--- src/rtl/hazard_forward_ctrl.sv ---
// Hazard and forwarding controller for the 5-stage core: EX operand forward
// selects, load-use stalls, taken-branch flushes and memory-wait freezes.
module hazard_forward_ctrl #(
  parameter int unsigned RW = 5,
  parameter int unsigned CW = 16
) (
  input  logic          clk,
  input  logic          reset,
  input  logic          id_valid,
  input  logic [RW-1:0] id_rs1,
  input  logic [RW-1:0] id_rs2,
  input  logic          id_use_rs1,
  input  logic          id_use_rs2,
  input  logic [RW-1:0] id_rd,
  input  logic          id_reg_write,
  input  logic          id_mem_read,
  input  logic          ex_branch_taken,
  input  logic          mem_busy,
  output logic [1:0]    fwd_a_sel,
  output logic [1:0]    fwd_b_sel,
  output logic          hold_if_id,
  output logic          bubble_ex,
  output logic          flush_if_id,
  output logic          freeze,
  output logic [CW-1:0] stall_cnt
);

  localparam logic [1:0] SEL_RF  = 2'b00;
  localparam logic [1:0] SEL_MEM = 2'b01;
  localparam logic [1:0] SEL_EX  = 2'b10;
  localparam logic [CW-1:0] CNT_MAX = {CW{1'b1}};

  typedef struct packed {
    logic          valid;
    logic [RW-1:0] rd;
    logic          reg_write;
    logic          mem_read;
  } shadow_t;

  typedef enum logic {RUN, LU_STALL} state_t;

  state_t        state_q, state_d;
  shadow_t       exs_q, exs_d;
  shadow_t       mems_q, mems_d;
  logic [1:0]    fwd_a_q, fwd_a_d;
  logic [1:0]    fwd_b_q, fwd_b_d;
  logic [CW-1:0] stall_cnt_q, stall_cnt_d;

  logic    a_hit_ex, a_hit_mem, b_hit_ex, b_hit_mem, lu_hit;
  logic [1:0] a_sel_nxt, b_sel_nxt;
  shadow_t id_entry;

  // Source candidacy against the in-flight shadows
  always_comb begin
    a_hit_ex  = id_valid && id_use_rs1 && (id_rs1 != '0) && exs_q.valid
                && exs_q.reg_write && (id_rs1 == exs_q.rd);
    a_hit_mem = id_valid && id_use_rs1 && (id_rs1 != '0) && mems_q.valid
                && mems_q.reg_write && (id_rs1 == mems_q.rd);
    b_hit_ex  = id_valid && id_use_rs2 && (id_rs2 != '0) && exs_q.valid
                && exs_q.reg_write && (id_rs2 == exs_q.rd);
    b_hit_mem = id_valid && id_use_rs2 && (id_rs2 != '0) && mems_q.valid
                && mems_q.reg_write && (id_rs2 == mems_q.rd);
    a_sel_nxt = a_hit_ex ? SEL_EX : (a_hit_mem ? SEL_MEM : SEL_RF);
    b_sel_nxt = b_hit_ex ? SEL_EX : (b_hit_mem ? SEL_MEM : SEL_RF);
    lu_hit    = exs_q.mem_read && (a_hit_ex || b_hit_ex);
    id_entry.valid     = id_valid;
    id_entry.rd        = id_rd;
    id_entry.reg_write = id_valid && id_reg_write;
    id_entry.mem_read  = id_valid && id_mem_read;
  end

  // Next-state and pipeline control; priority freeze > branch > load-use > normal
  always_comb begin
    state_d     = state_q;
    exs_d       = exs_q;
    mems_d      = mems_q;
    fwd_a_d     = fwd_a_q;
    fwd_b_d     = fwd_b_q;
    stall_cnt_d = stall_cnt_q;
    hold_if_id  = 1'b0;
    bubble_ex   = 1'b0;
    flush_if_id = 1'b0;
    freeze      = 1'b0;
    if (!reset) begin
      if (mem_busy) begin
        freeze = 1'b1;
      end else begin
        mems_d  = exs_q;
        state_d = RUN;
        if (ex_branch_taken) begin
          flush_if_id = 1'b1;
          bubble_ex   = 1'b1;
          exs_d       = '0;
          fwd_a_d     = SEL_RF;
          fwd_b_d     = SEL_RF;
        end else if ((state_q == RUN) && lu_hit) begin
          hold_if_id = 1'b1;
          bubble_ex  = 1'b1;
          exs_d      = '0;
          fwd_a_d    = SEL_RF;
          fwd_b_d    = SEL_RF;
          state_d    = LU_STALL;
        end else begin
          exs_d   = id_entry;
          fwd_a_d = a_sel_nxt;
          fwd_b_d = b_sel_nxt;
        end
      end
      if ((hold_if_id || freeze) && (stall_cnt_q != CNT_MAX)) begin
        stall_cnt_d = stall_cnt_q + CW'(1);
      end
    end
  end

  always_ff @(posedge clk) begin
    if (reset) begin
      state_q     <= RUN;
      exs_q       <= '0;
      mems_q      <= '0;
      fwd_a_q     <= SEL_RF;
      fwd_b_q     <= SEL_RF;
      stall_cnt_q <= '0;
    end else begin
      state_q     <= state_d;
      exs_q       <= exs_d;
      mems_q      <= mems_d;
      fwd_a_q     <= fwd_a_d;
      fwd_b_q     <= fwd_b_d;
      stall_cnt_q <= stall_cnt_d;
    end
  end

  assign fwd_a_sel = fwd_a_q;
  assign fwd_b_sel = fwd_b_q;
  assign stall_cnt = stall_cnt_q;

endmodule

--- config.mk ---
export PLATFORM = sky130hd
export DESIGN_NAME = hazard_forward_ctrl
export DESIGN_NICKNAME = d
export VERILOG_FILES = /design/src/rtl/hazard_forward_ctrl.sv
export SDC_FILE = /design/constraint.sdc
export NUM_CORES = 1
export LEC_CHECK = 0
export ABC_AREA = 1
export CAP_MARGIN = 0
export CORE_MARGIN = 8
export CORE_UTILIZATION = 50
export CTS_BUF_LIST = sky130_fd_sc_hd__clkbuf_8 sky130_fd_sc_hd__clkbuf_16
export DETAILED_ROUTE_END_ITERATION = 8
export GPL_ROUTABILITY_DRIVEN = 0
export PLACE_DENSITY_LB_ADDON = 0.08
export SLEW_MARGIN = 25
export SYNTH_ARGS = -nofsm -noshare
export SYNTH_HDL_FRONTEND = slang
export SYNTH_SLANG_ARGS = --single-unit
--- constraint.sdc ---
create_clock -name clk -period 1.65 [get_ports clk]
set_input_delay 0.165 -clock clk [delete_from_list [all_inputs] [get_ports clk]]
set_output_delay 0.165 -clock clk [all_outputs]
set_load 0.02 [all_outputs]
### After elaboration in Yosys (flattened, before gate mapping)

Index checks and enable logic that the tools add are counted.

| operators by class | value |
|---|---|
| add/sub/neg operators | 1 |
| equality and inequality tests | 5 |
| muxes and demuxes | 24 |
| bitwise gates (word level) | 1 |
| reductions and logical operators | 25 |

Operators with widths:

| kind | number |
|---|---|
| $logic_and 1x1->1 | 21 |
| $eq 5x5->1 | 4 |
| $add 16x1->16 const B | 1 |
| $mux 1 | 16 |
| $mux 8 | 2 |
| $ne 16x16->1 const B | 1 |
| $mux 2 | 6 |
| $reduce_bool 5->1 | 2 |
| $logic_or 1x1->1 | 2 |
| $not 1->1 | 1 |

| storage, ports and cells | value |
|---|---|
| register bits after elaboration | 36 |
| input port bits | 24 |
| logic and storage cells | 67 |

### Longest topological paths before layout

Gate-level depths: netlist (run 1).

| depth | value |
|---|---|
| depth after elaboration | 14 |
| depth in mapped cells | 13 |

### Least setup slack after synthesis (run 1)

No wires, ideal clock.

| path | value |
|---|---|
| path type | register to register |
| start | reg stall_cnt_q[0] (netlist: stall_cnt[0]) |
| end | reg stall_cnt_q[2] (netlist: stall_cnt[2]) |
| arrival time | 1608 ps |
| data required time | 1535 ps |
| setup slack | -73 ps |
| stages on the path, launching flop included | 12 |
| buffers on the path | 1 |
| path through | dfxtp_1 -> ha_1 -> nand2_1 -> inv_2 -> nand4_1 -> nor2_2 -> nand4_2 -> buf_6 -> nand2_1 -> inv_1 -> a21oi_1 -> nor2_1 |

| between the ends | value |
|---|---|
| word-level cells in the longest chain between the ends | 2 |

RTL lines:

| element | RTL line | source |
|---|---|---|
| from (decl) | 47 | `logic [CW-1:0] stall_cnt_q, stall_cnt_d;` |
| from (signal assigned) | 129 | `stall_cnt_q <= stall_cnt_d;` |
| branches (longest 2 deep; another with $add 16x1->16) | n/a |  |

Parallel ways; which one is timed is not known.
A chain may end at the register's enable or synchronous reset.

### Worst setup path in the final report (run 1)

| path | value |
|---|---|
| start | reg exs_q[5] in the netlist's numbering |
| end | reg stall_cnt_q[10] (netlist: stall_cnt[10]) |

| between the ends | value |
|---|---|
| word-level cells in the longest chain between the ends | 11 |

RTL lines:

| element | RTL line | source |
|---|---|---|
| from (decl) | 43 | `shadow_t exs_q, exs_d;` |
| from (signal assigned) | 125 | `exs_q <= exs_d;` |
| $eq 5x5->1 (on tied branches) | 56, 60 |  |
| $logic_and 1x1->1 (on tied branches) | 56, 60 |  |
| $logic_or 1x1->1 (*) | 65 | `lu_hit = exs_q.mem_read && (a_hit_ex \|\| b_hit_ex);` |
| $logic_and 1x1->1 (*) | 65 |  |
| $logic_and 1x1->1 (*) | 96 | `end else if ((state_q == RUN) && lu_hit) begin` |
| $mux 1 (*) | 96 |  |
| $mux 1 (*) | 90 | `if (ex_branch_taken) begin` |
| $mux 1 (*) | 85 | `if (mem_busy) begin` |
| $mux 1 (*) | 84 | `if (!reset) begin` |
| $logic_or 1x1->1 (*) | 109 | `if ((hold_if_id \|\| freeze) && (stall_cnt_q != CNT_MAX)) begin` |
| $logic_and 1x1->1 (*) | 109 |  |

Every way passes the cells marked *; elsewhere a longest branch is shown, timed or not. The select of a mux whose other input is x is not followed.

==> flow_metrics.py, run 1 <==
metrics = {
    "setup_path": {
        "r2r_start": "exs_q[5]",
        "crit_fanout": 8,
        "crit_path_end_kind": "flip-flop",
        "rrSetupSlack_ns": -0.09,
        "timing.rr.end": "stall_cnt[10]",
        "cp_data_arrival_time_ns": 1.96,
        "reg2reg_depth": 13,
        "critPathKind": "flip-flop to flip-flop",
        "crit_required_ns": 1.87,
        "crit_path_start_kind": "flip-flop",
    },
    "detailed_routing": {
        "antenna_left": 0,
        "vias_per_cell": 5.21,
        "wl_per_cell_um": 13.8,
        "drt_iter0_drc": 150,
        "drt_wl_total_um": 6270,
        "route.detailed.drc": 0,
        "via_count": 2377,
        "first_pass_iters": 4,
    },
    "grt": {
        "grt_first_pass_wirelength_um": 9850,
        "overflow": 0,
        "grt_pass1_vias": 2274,
        "grt_max_degree": 17,
        "antenna_found_initial": 0,
        "grtUsageTotal": 0.189,
    },
    "sta": {
        "fmax_ghz": 0.575,
        "setup_viol": 18,
        "worstMarginPinSlew_ns": 0.460,
        "slew_headroom": 0.693,
        "finalHoldViolCount": 0,
        "fin_ws_ns": -0.0879,
        "finalMaxSlewViolations": 0,
        "min_period_ns": 1.74,
        "finClkSkew_ns": 0.00380,
        "finalCritPeriodShare": 1.05,
        "rsz0062_at_grt": "yes",
        "hold_ws_ns": 0.438,
    },
    "synth": {
        "synth-edff-count": 0,
        "synth_xor_xnor_area_share": 0.0301,
        "synthSimpleGateAreaFrac": 0.376,
        "synth-compound-area-share": 0.114,
        "ys_ff_latch": 36,
        "synth.area.mux_share": 0,
        "syn_area_um2": 2040,
        "ys.flop_type": "dfxtp_1",
        "syn-num-nets": 335,
        "yosysSeqAreaShare": 0.354,
        "yosys_warnings": 0,
        "synth_top_family_by_area": "simple AND/OR/NAND/NOR gates",
        "synth_cell_type_count": 34,
        "postSynth.asyncResetShare": 0,
        "netlist_instances": 310,
        "syn_avg_cell_area_um2": 6.57,
        "synth_fa_ha_area_frac": 0.00615,
    },
    "worst_hold_path": {
        "worstHoldStart": "id_rs1[0]",
        "whs_endpoint": "fwd_a_sel[0]",
        "holdPathStages": 6,
        "hp-class": "input port to flip-flop",
    },
    "floorplan": {
        "initial_core_util": 0.513,
        "boundaryPins": 48,
        "core-area_um2": 3970,
        "num_rows": 23,
        "die_h_um": 79.8,
        "dieArea_um2": 6370,
        "die_width_um": 79.8,
    },
    "cts": {
        "insertion_delay_ns": 0.28,
        "h-tree-depth": 2,
        "numClockSinks": 36,
        "clk_pin_slew_ns": 0.07,
        "cts_buffers": 5,
        "clock_path_buffers": 2,
        "cts_root_buffer": "clkbuf_8",
        "cts_tree": "done",
        "ctsHoldBuffers": 0,
    },
    "place": {
        "place_hpwl_um": 4290,
        "io_buffers": 47,
    },
    "finish": {
        "n_antenna_cell": 0,
        "drive_gt1_frac": 0.286,
        "syn2layout_area_growth_pct": 56.1,
        "final_util": 0.800,
        "nets": 431,
        "fillerInstances": 302,
    },
    "flow_run": {
        "max-cap-violations": 0,
    },
    "pwr": {
        "p_per_area_nw_per_um2": 569,
        "irDropWorstVdd_v": 0.000394,
        "p_leak_uw": 0.00149,
    },
    "status": {
        "violations": "setup timing",
        "status": "finished with violations",
    },
}
critical path: stages, from the launching register on:
cell and delay, ns:
dfxtp_4 0.37, inv_2 0.05, a21oi_1 0.11, nand2_1 0.07, nor2_2 0.09, nand3_2 0.08, nand2_2 0.08, buf_4 0.11
buf_4 0.10, nand3_4 0.17, nand2_8 0.19, buf_6 0.11, a21oi_2 0.04, nor2_1 0.09
power breakdown:
part	switching (uW)	internal [uW]	leakage (uW)
Sequential	14.6	885	0.000296
Combinational	159	157	0.00115
Clock	309	281	0.0000452
synth_stat cells (2+ instances only):
master / instances / share of area
nand3_1: 34 / 0.084
nor3_2: 2 / 0.0098
o31ai_1: 2 / 0.0074
xor2_1: 5 / 0.022
nand3_2: 3 / 0.015
o22ai_1: 8 / 0.025
nor2_1: 43 / 0.079
a21oi_1: 15 / 0.037
o21ai_0: 12 / 0.030
xnor2_1: 2 / 0.0086
nor3_1: 2 / 0.0049
nor2_2: 2 / 0.0061
clkinv_1: 2 / 0.0037
or2_2: 2 / 0.0061
inv_1: 45 / 0.083
o2111ai_1: 2 / 0.0086
dfxtp_1: 36 / 0.35
inv_2: 3 / 0.0055
buf_6: 4 / 0.022
nand2_1: 68 / 0.13
nand4_1: 4 / 0.012
nand2_2: 2 / 0.0061
state kept, by name (all words and copies together) (netlist names):
| signal | count |
|---|---|
| mems_q | 7 |
| stall_cnt | 16 |
| fwd_b_sel | 2 |
| state_q | 1 |
| fwd_a_sel | 2 |
| exs_q | 8 |
worst max-delay path by stage:
stage,startpoint,end,depth (start not counted)
2_1_floorplan,stall_cnt[0],stall_cnt[2],11
3_3_place_gp,id_rs2[3],bubble_ex,12
3_5_place_dp,id_rs2[3],bubble_ex,12
4_1_cts,exs_q[7],bubble_ex,11
5_1_grt,exs_q[7],stall_cnt[11],13
6_report,exs_q[5],stall_cnt[10],13
per-stage QoR:
| stage | setup slack [ns] | TNS (ns) | cells | power [uW] | cell area, um2 |
|---|---|---|---|---|---|
| 4_1_cts | -0.110 | -0.130 | 452 | 1800 | 2970 |
| 6_report | -0.0879 | -1.09 | 456 | 1810 | 3180 |
| 3_5_place_dp | -0.609 | -7.80 | 440 | 1210 | 2810 |
| 3_3_place_gp | -0.601 | -7.08 | 440 | 1200 | 2810 |
| 2_1_floorplan | 0.0337 | 0 | 310 | 1050 | 2040 |
| 5_1_grt | -0.227 | -3.34 | 456 | 1890 | 3180 |
layout by cell type, fill, tap and decap left out, types with 4 or more instances in the layout:
cell type        netlist  routed
clkdlybuf4s50_1        0      32
nor2_2                 2       5
nand3_1               34      22
dfxtp_1               36      26
dfxtp_2                0       8
a21oi_1               15      13
o21ai_1                1       4
o21ai_0               12       9
inv_1                 45      42
nand2_1               68      60
xor2_1                 5       5
inv_2                  3       7
nand2_2                2       9
buf_6                  4       4
nand4_1                4       4
buf_4                  0      45
clkbuf_8               0       5
nand3_2                3      12
dlygate4sd2_1          0       6
o22ai_1                8       8
dlymetal6s2s_1         0       7
nor2_1                43      40
metal layers:
metal,up-vias,track usage,part of all wire
met5,-,0,0
met2,76,0.334,0.53
met1,1096,0.217,0.39
met3,12,0.0450,0.060
li1,1193,-,-
met4,0,0.0655,0.018
kinds of logic (layout without fill, tap and decap cells):
group | after synthesis | count (layout)
compound gates | 41 | 41
xor+xnor | 7 | 7
fa+ha+maj | 1 | 1
buf+inv | 57 | 151
flops | 36 | 36
simple gates | 168 | 170
layout make-up:
class | count | area, um2 | share of cell area
Tap cell | 50 | 62.6 | 0.0197
Inverter | 50 | 188 | 0.0591
Timing Repair Buffer | 94 | 843 | 0.265
Multi-Input combinational cell | 219 | 1270 | 0.399
Clock buffer | 5 | 68.8 | 0.0217
Clock inverter | 2 | 8.76 | 0.00276
Sequential cell | 36 | 738 | 0.232
timing repair:
action	4_1_cts	5_1_grt
resized for setup	31	49
gates cloned	2	0
setup endpoints to repair	10	28
pin swaps	5	10
setup buffers	3	4
No activity file was read; power rests on OpenSTA's default activity.
==> run 2, diff against run 1 <==
--- a/config.mk
+++ b/config.mk
@@ -13,6 +13,7 @@
 export DETAILED_ROUTE_END_ITERATION = 8
 export GPL_ROUTABILITY_DRIVEN = 0
 export PLACE_DENSITY_LB_ADDON = 0.08
+export REMOVE_ABC_BUFFERS = 1
 export SLEW_MARGIN = 25
 export SYNTH_ARGS = -nofsm -noshare
 export SYNTH_HDL_FRONTEND = slang
==> constraint.sdc (replaced) <==
create_clock -name clk -period 1.65 [get_ports clk]
set_input_delay 0.33 -clock clk [delete_from_list [all_inputs] [get_ports clk]]
set_output_delay 0.33 -clock clk [all_outputs]
set_load 0.02 [all_outputs]
==> run 2 against run 1 <==
Effect of this change:
- critical path type unchanged
- final cell count is 3.9% higher
- clock-buffer cell count stayed put
- global-route usage is 1.1 points higher
- highest routed layer unchanged
- largest cell class unchanged
- critical endpoint is now fwd_a_sel[1]
- clock skew is 0.00077 ns lower
- the run still ends with setup timing left
- sequential share of layout area is 1.4 points lower
==> flow_metrics.py, run 2 (synthesis gave the netlist of run 1 again) <==
metrics = {
    "grt": {
        "grt_pass1_vias": 2392,
        "overflow": 0,
        "grt_first_pass_wirelength_um": 10500,
        "antenna_found_initial": 0,
        "grtUsageTotal": 0.201,
        "grt_max_degree": 32,
    },
    "finish": {
        "fillerInstances": 246,
        "drive_gt1_frac": 0.370,
        "n_antenna_cell": 0,
        "seqCellArea_um2": 734,
        "multiInputGateArea_um2": 1320,
        "final_cell_mix": "59 x buf_4, 56 x nand2_1, 37 x nor2_1, 35 x inv_1, 27 x dfxtp_1",
        "final_common_cell": "buf_4",
        "syn2layout_area_growth_pct": 64.9,
        "nets": 448,
        "largest_reg_flops": 16,
        "fin_area_um2": 3360,
        "final_util": 0.845,
    },
    "setup_path": {
        "rrSetupSlack_ns": -0.37,
        "cpMaxStageDelayCell": "dfxtp_4",
        "worstSetupPathDepth": 13,
        "path_cells": "inv_4 -> a21oi_2 -> nand2_1 -> nor2_2 -> nand3_2 -> buf_4 -> buf_4 -> buf_4 -> buf_4 -> buf_4 -> buf_4 -> buf_4 -> o31ai_2",
        "critPathKind": "flip-flop to flip-flop",
        "critPathCapture": "fwd_a_sel[1]",
        "crit_path_end_kind": "flip-flop",
        "worst-path-buf-inv": 8,
        "cp_data_arrival_time_ns": 2.23,
        "cpPeakStageDelay_ns": 0.39,
        "crit_fanout": 3,
        "r2r_start": "exs_q[5]",
        "crit_path_start_kind": "flip-flop",
        "crit_start": "exs_q[5]",
        "reg2reg_depth": 13,
        "timing.rr.end": "fwd_a_sel[1]",
        "crit_required_ns": 1.86,
        "crit_top_cell": "buf_4",
        "critPathTopFamily": "buffers and inverters",
    },
    "cts": {
        "h-tree-depth": 2,
        "cts_buffers": 5,
        "cts_tree": "done",
        "cts_root_buffer": "clkbuf_8",
        "clock_path_buffers": 2,
        "insertion_delay_ns": 0.29,
        "ctsHoldBuffers": 0,
        "clk_pin_slew_ns": 0.08,
        "numClockSinks": 36,
    },
    "floorplan": {
        "boundaryPins": 48,
        "core-area_um2": 3970,
        "die_h_um": 79.8,
        "initial_core_util": 0.513,
        "die_width_um": 79.8,
        "num_rows": 23,
        "dieArea_um2": 6370,
    },
    "sta": {
        "fin_ws_ns": -0.373,
        "worstMarginPinSlew_ns": 0.355,
        "rsz0062_at_grt": "yes",
        "setup_viol": 20,
        "slew_headroom": 0.761,
        "finClkSkew_ns": 0.00303,
        "finalHoldViolCount": 0,
        "min_period_ns": 2.02,
        "finalMaxSlewViolations": 0,
        "finalCritPeriodShare": 1.23,
        "fmax_ghz": 0.494,
    },
    "detailed_routing": {
        "first_pass_iters": 5,
        "vias_per_cell": 5.47,
        "drt_wl_total_um": 7590,
        "antenna_left": 0,
        "via_count": 2595,
        "wl_per_cell_um": 16.0,
        "route.detailed.drc": 0,
        "drt_iter0_drc": 182,
    },
    "place": {
        "dp_worst_setup_slack_ns": -0.963,
        "dpl_cell_area_um2": 2870,
        "io_buffers": 47,
        "place_hpwl_um": 4390,
    },
    "pwr": {
        "p_int_uw": 1480,
        "p_per_area_nw_per_um2": 602,
        "swShare": 0.266,
        "irDropWorstVdd_v": 0.000500,
        "p_leak_uw": 0.00164,
        "p_seq_frac": 0.446,
        "p_sw_uw": 536,
        "combPwrFrac": 0.168,
        "power_frac_clock": 0.386,
    },
    "worst_hold_path": {
        "hp-class": "flip-flop to flip-flop",
    },
    "flow_run": {
        "max-cap-violations": 0,
    },
    "status": {
        "status": "finished with violations",
        "violations": "setup timing",
    },
}
==> run 2: worst min path at each step <==
stage / from / endpoint / slack, ns / cells past startpoint
final: state_q / state_q / 0.48 / 2
after global routing: exs_q[0] / exs_q[0] / 0.51 / 2
after CTS: fwd_a_sel[0] / fwd_a_sel[0] / 0.46 / 2
after detailed placement: fwd_a_sel[0] / fwd_a_sel[0] / 0.45 / 2
after global placement: fwd_b_sel[1] / fwd_b_sel[1] / 0.44 / 2
after floorplan: state_q / state_q / 0.43 / 2
==> run 2: worst register-to-register path, delay by kind of cell, from the launching register on <==
family                 cells  cell delay [ns]
flip-flops                 1             0.39
AO/OA/AOI/OAI              2             0.27
AND/OR/NAND/NOR            3             0.32
buffers and inverters      8             0.97
==> run 2: stage by stage <==
stage	power, uW	hold WS [ns]	instances	setup TNS (ns)
after floorplan	1040	0.428	303	-0.912
after CTS	1970	0.457	467	-0.717
after global routing	2090	0.510	474	-5.42
after detailed placement	1210	0.448	448	-14.62
final	2020	0.477	474	-4.46
after global placement	1210	0.441	448	-12.70
==> run 2: layout make-up <==
cell class,instances,area share
inverter,50,0.0578
tap,50,0.0186
clock buffer,5,0.0205
timing repair inverter,1,0.00224
clock inverter,3,0.0116
sequential,36,0.219
timing repair buffer,109,0.278
multi-input combinational,220,0.393
==> run 2: power groups by stage <==
| stage | Clock, uW | Sequential, uW | Combinational (uW) |
|---|---|---|---|
| after CTS | 777 | 899 | 293 |
| final | 780 | 901 | 339 |
| after global placement | 0 | 916 | 289 |
| after floorplan | 0 | 924 | 114 |
| after global routing | 824 | 902 | 366 |
| after detailed placement | 0 | 916 | 296 |
==> run 2: routing by layer <==
metal | wire length [um] | share of wire | track usage | vias to the layer above
met2 | 4000 | 0.53 | 0.363 | 133
li1 | - | - | - | 1225
met3 | 467 | 0.062 | 0.0541 | 37
met5 | 0 | 0 | 0 | -
met1 | 2850 | 0.37 | 0.214 | 1200
met4 | 276 | 0.036 | 0.0836 | 0
==> run 2: repair_timing <==
action                     CTS  global route
pin swaps                    8            14
setup endpoints to repair   42            33
cloned                       0             4
gates resized for setup     73            59
setup buffers               11             6
==> run 3, diff against run 2 <==
--- a/config.mk
+++ b/config.mk
@@ -8,12 +8,13 @@
 export ABC_AREA = 1
 export CAP_MARGIN = 0
 export CORE_MARGIN = 8
-export CORE_UTILIZATION = 50
+export CORE_UTILIZATION = 53
 export CTS_BUF_LIST = sky130_fd_sc_hd__clkbuf_8 sky130_fd_sc_hd__clkbuf_16
 export DETAILED_ROUTE_END_ITERATION = 8
 export GPL_ROUTABILITY_DRIVEN = 0
 export PLACE_DENSITY_LB_ADDON = 0.08
 export REMOVE_ABC_BUFFERS = 1
+export SKIP_LAST_GASP = 1
 export SLEW_MARGIN = 25
 export SYNTH_ARGS = -nofsm -noshare
 export SYNTH_HDL_FRONTEND = slang
==> constraint.sdc (replaced) <==
create_clock -name clk -period 2.5 [get_ports clk]
set_input_delay 0.5 -clock clk [delete_from_list [all_inputs] [get_ports clk]]
set_output_delay 0.5 -clock clk [all_outputs]
set_load 0.02 [all_outputs]
==> run 3 against run 2 <==
Effect of this change:
- the run now ends clean
- via count fell by 16%
- cell area fell by 17%
- clock-buffer cell count rose by 1
==> flow_metrics.py, run 3 (synthesis gave the netlist of run 1 again) <==
metrics = {
    "floorplan": {
        "core-area_um2": 3690,
        "die_h_um": 78.0,
        "num_rows": 22,
        "initial_core_util": 0.552,
        "dieArea_um2": 6080,
        "die_width_um": 78.0,
        "boundaryPins": 48,
    },
    "cts": {
        "insertion_delay_ns": 0.29,
        "cts_buffers": 5,
        "numClockSinks": 36,
        "cts_tree": "done",
        "post_cts_buffers": 0,
        "h-tree-depth": 2,
        "clock_path_buffers": 2,
        "clk_pin_slew_ns": 0.07,
        "cts_root_buffer": "clkbuf_8",
    },
    "sta": {
        "rsz0062_at_grt": "yes",
        "min_period_ns": 2.39,
        "slew_headroom": 0.709,
        "worstMarginPinSlew_ns": 0.435,
        "fmax_ghz": 0.418,
        "setup_viol": 0,
        "finalHoldViolCount": 0,
        "finalMaxSlewViolations": 0,
        "setup_tns_ns": 0,
        "finClkSkew_ns": 0.00413,
        "finalCritPeriodShare": 0.957,
    },
    "setup_path": {
        "crit_fanout": 2,
        "critPathKind": "input port to primary output",
        "timing.rr.end": "stall_cnt[10]",
        "reg2reg_depth": 10,
        "crit_path_end_kind": "primary output",
        "crit_required_ns": 2.00,
        "crit_path_start_kind": "input port",
        "rrSetupSlack_ns": 0.56,
        "r2r_start": "stall_cnt[0]",
        "cp_data_arrival_time_ns": 1.89,
    },
    "finish": {
        "largest_reg_flops": 16,
        "drive_gt1_frac": 0.137,
        "fin_area_um2": 2790,
        "syn2layout_area_growth_pct": 37.1,
        "final_cell_mix": "68 x nand2_1, 44 x inv_1, 42 x nor2_1, 36 x dfxtp_1",
        "n_antenna_cell": 0,
        "nets": 404,
        "stdcell_count": 428,
        "final_common_cell": "nand2_1",
        "fillerInstances": 309,
    },
    "detailed_routing": {
        "via_count": 2178,
        "antenna_left": 0,
        "first_pass_iters": 4,
        "drt_wl_total_um": 5390,
        "drt_iter0_drc": 99,
        "wl_per_cell_um": 12.6,
        "vias_per_cell": 5.09,
        "route.detailed.drc": 0,
    },
    "grt": {
        "antenna_found_initial": 0,
        "grt_first_pass_wirelength_um": 9130,
        "grt_max_degree": 32,
        "grtUsageTotal": 0.182,
        "overflow": 0,
        "grt_pass1_vias": 2113,
    },
    "place": {
        "dpl.cell_count": 420,
        "dpl_cell_area_um2": 2670,
        "io_buffers": 47,
        "place_hpwl_um": 4060,
    },
    "status": {
        "status": "completed",
    },
    "worst_hold_path": {
        "worstHoldStart": "fwd_a_sel[0]",
        "hp-class": "flip-flop to flip-flop",
        "whs_endpoint": "fwd_a_sel[0]",
        "holdPathStages": 2,
    },
    "pwr": {
        "irDropWorstVdd_v": 0.000251,
        "p_leak_uw": 0.00136,
        "power_uw": 1200,
        "p_per_area_nw_per_um2": 431,
    },
    "flow_run": {
        "max-cap-violations": 0,
    },
}
-- run 3: cell types whose count changed in the layout (fill, tap and decap cells not counted), sizes merged --
cell	before	now
clkinvlp	2	1
nand2	74	71
clkdlybuf4s50	16	34
clkbuf	5	6
dlymetal6s2s	3	11
buf	66	24
dlygate4sd2	24	0
bufinv	1	0
-- run 3: repair_timing --
item / CTS / global route
hold buffers: 0 / 0
resized for setup: 8 / 15
setup endpoints to repair: 2 / 3
pin swaps: 0 / 1
-- run 3: through the flow --
step	setup WS, ns	hold slack (ns)	utilization
2_1_floorplan	0.378	0.428	-
3_3_place_gp	-0.394	0.442	0.725
3_5_place_dp	-0.431	0.447	0.725
4_1_cts	0.00292	0.460	0.748
5_1_grt	-0.0281	0.486	0.756
6_report	0.108	0.460	0.756
-- run 3: how the worst max path moves through the flow --
stage,startpoint,to,slack (ns),cells after the start
6_report,mem_busy,freeze,0.11,5
5_1_grt,id_valid,bubble_ex,-0.03,12
2_1_floorplan,reset,hold_if_id,0.38,5
4_1_cts,id_rs2[3],bubble_ex,0.003,12
3_5_place_dp,id_rs2[3],bubble_ex,-0.43,12
3_3_place_gp,id_rs2[3],bubble_ex,-0.39,12
-- run 3: power by group --
group	internal [uW]	leakage, uW	switching [uW]
combinational	85.8	0.00101	89.8
clock	220	0.0000486	214
sequential	584	0.000292	9.37
total	890	0.00136	314
-- run 3: area by class of cell --
class,count,area [um2],share of cell area
multi-input combinational,217,1070,0.384
clock buffer,6,82.6,0.0296
sequential,36,721,0.258
clock inverter,2,11.3,0.00404
tap,48,60.1,0.0215
inverter,50,188,0.0673
timing repair buffer,69,656,0.235
-- run 3: layer usage --
metal	GRT usage	up-vias	wire length, um
li1	-	1132	-
met1	0.198	964	2280
met2	0.315	64	2680
met3	0.0507	18	258
met4	0.0926	0	165
met5	0	-	0
-- run 3: critical path, stage by stage --
cell             delay (ns)
clkdlybuf4s50_1        0.47
inv_1                  0.05
buf_4                  0.13
nor2_1                 0.12
clkdlybuf4s50_1        0.62
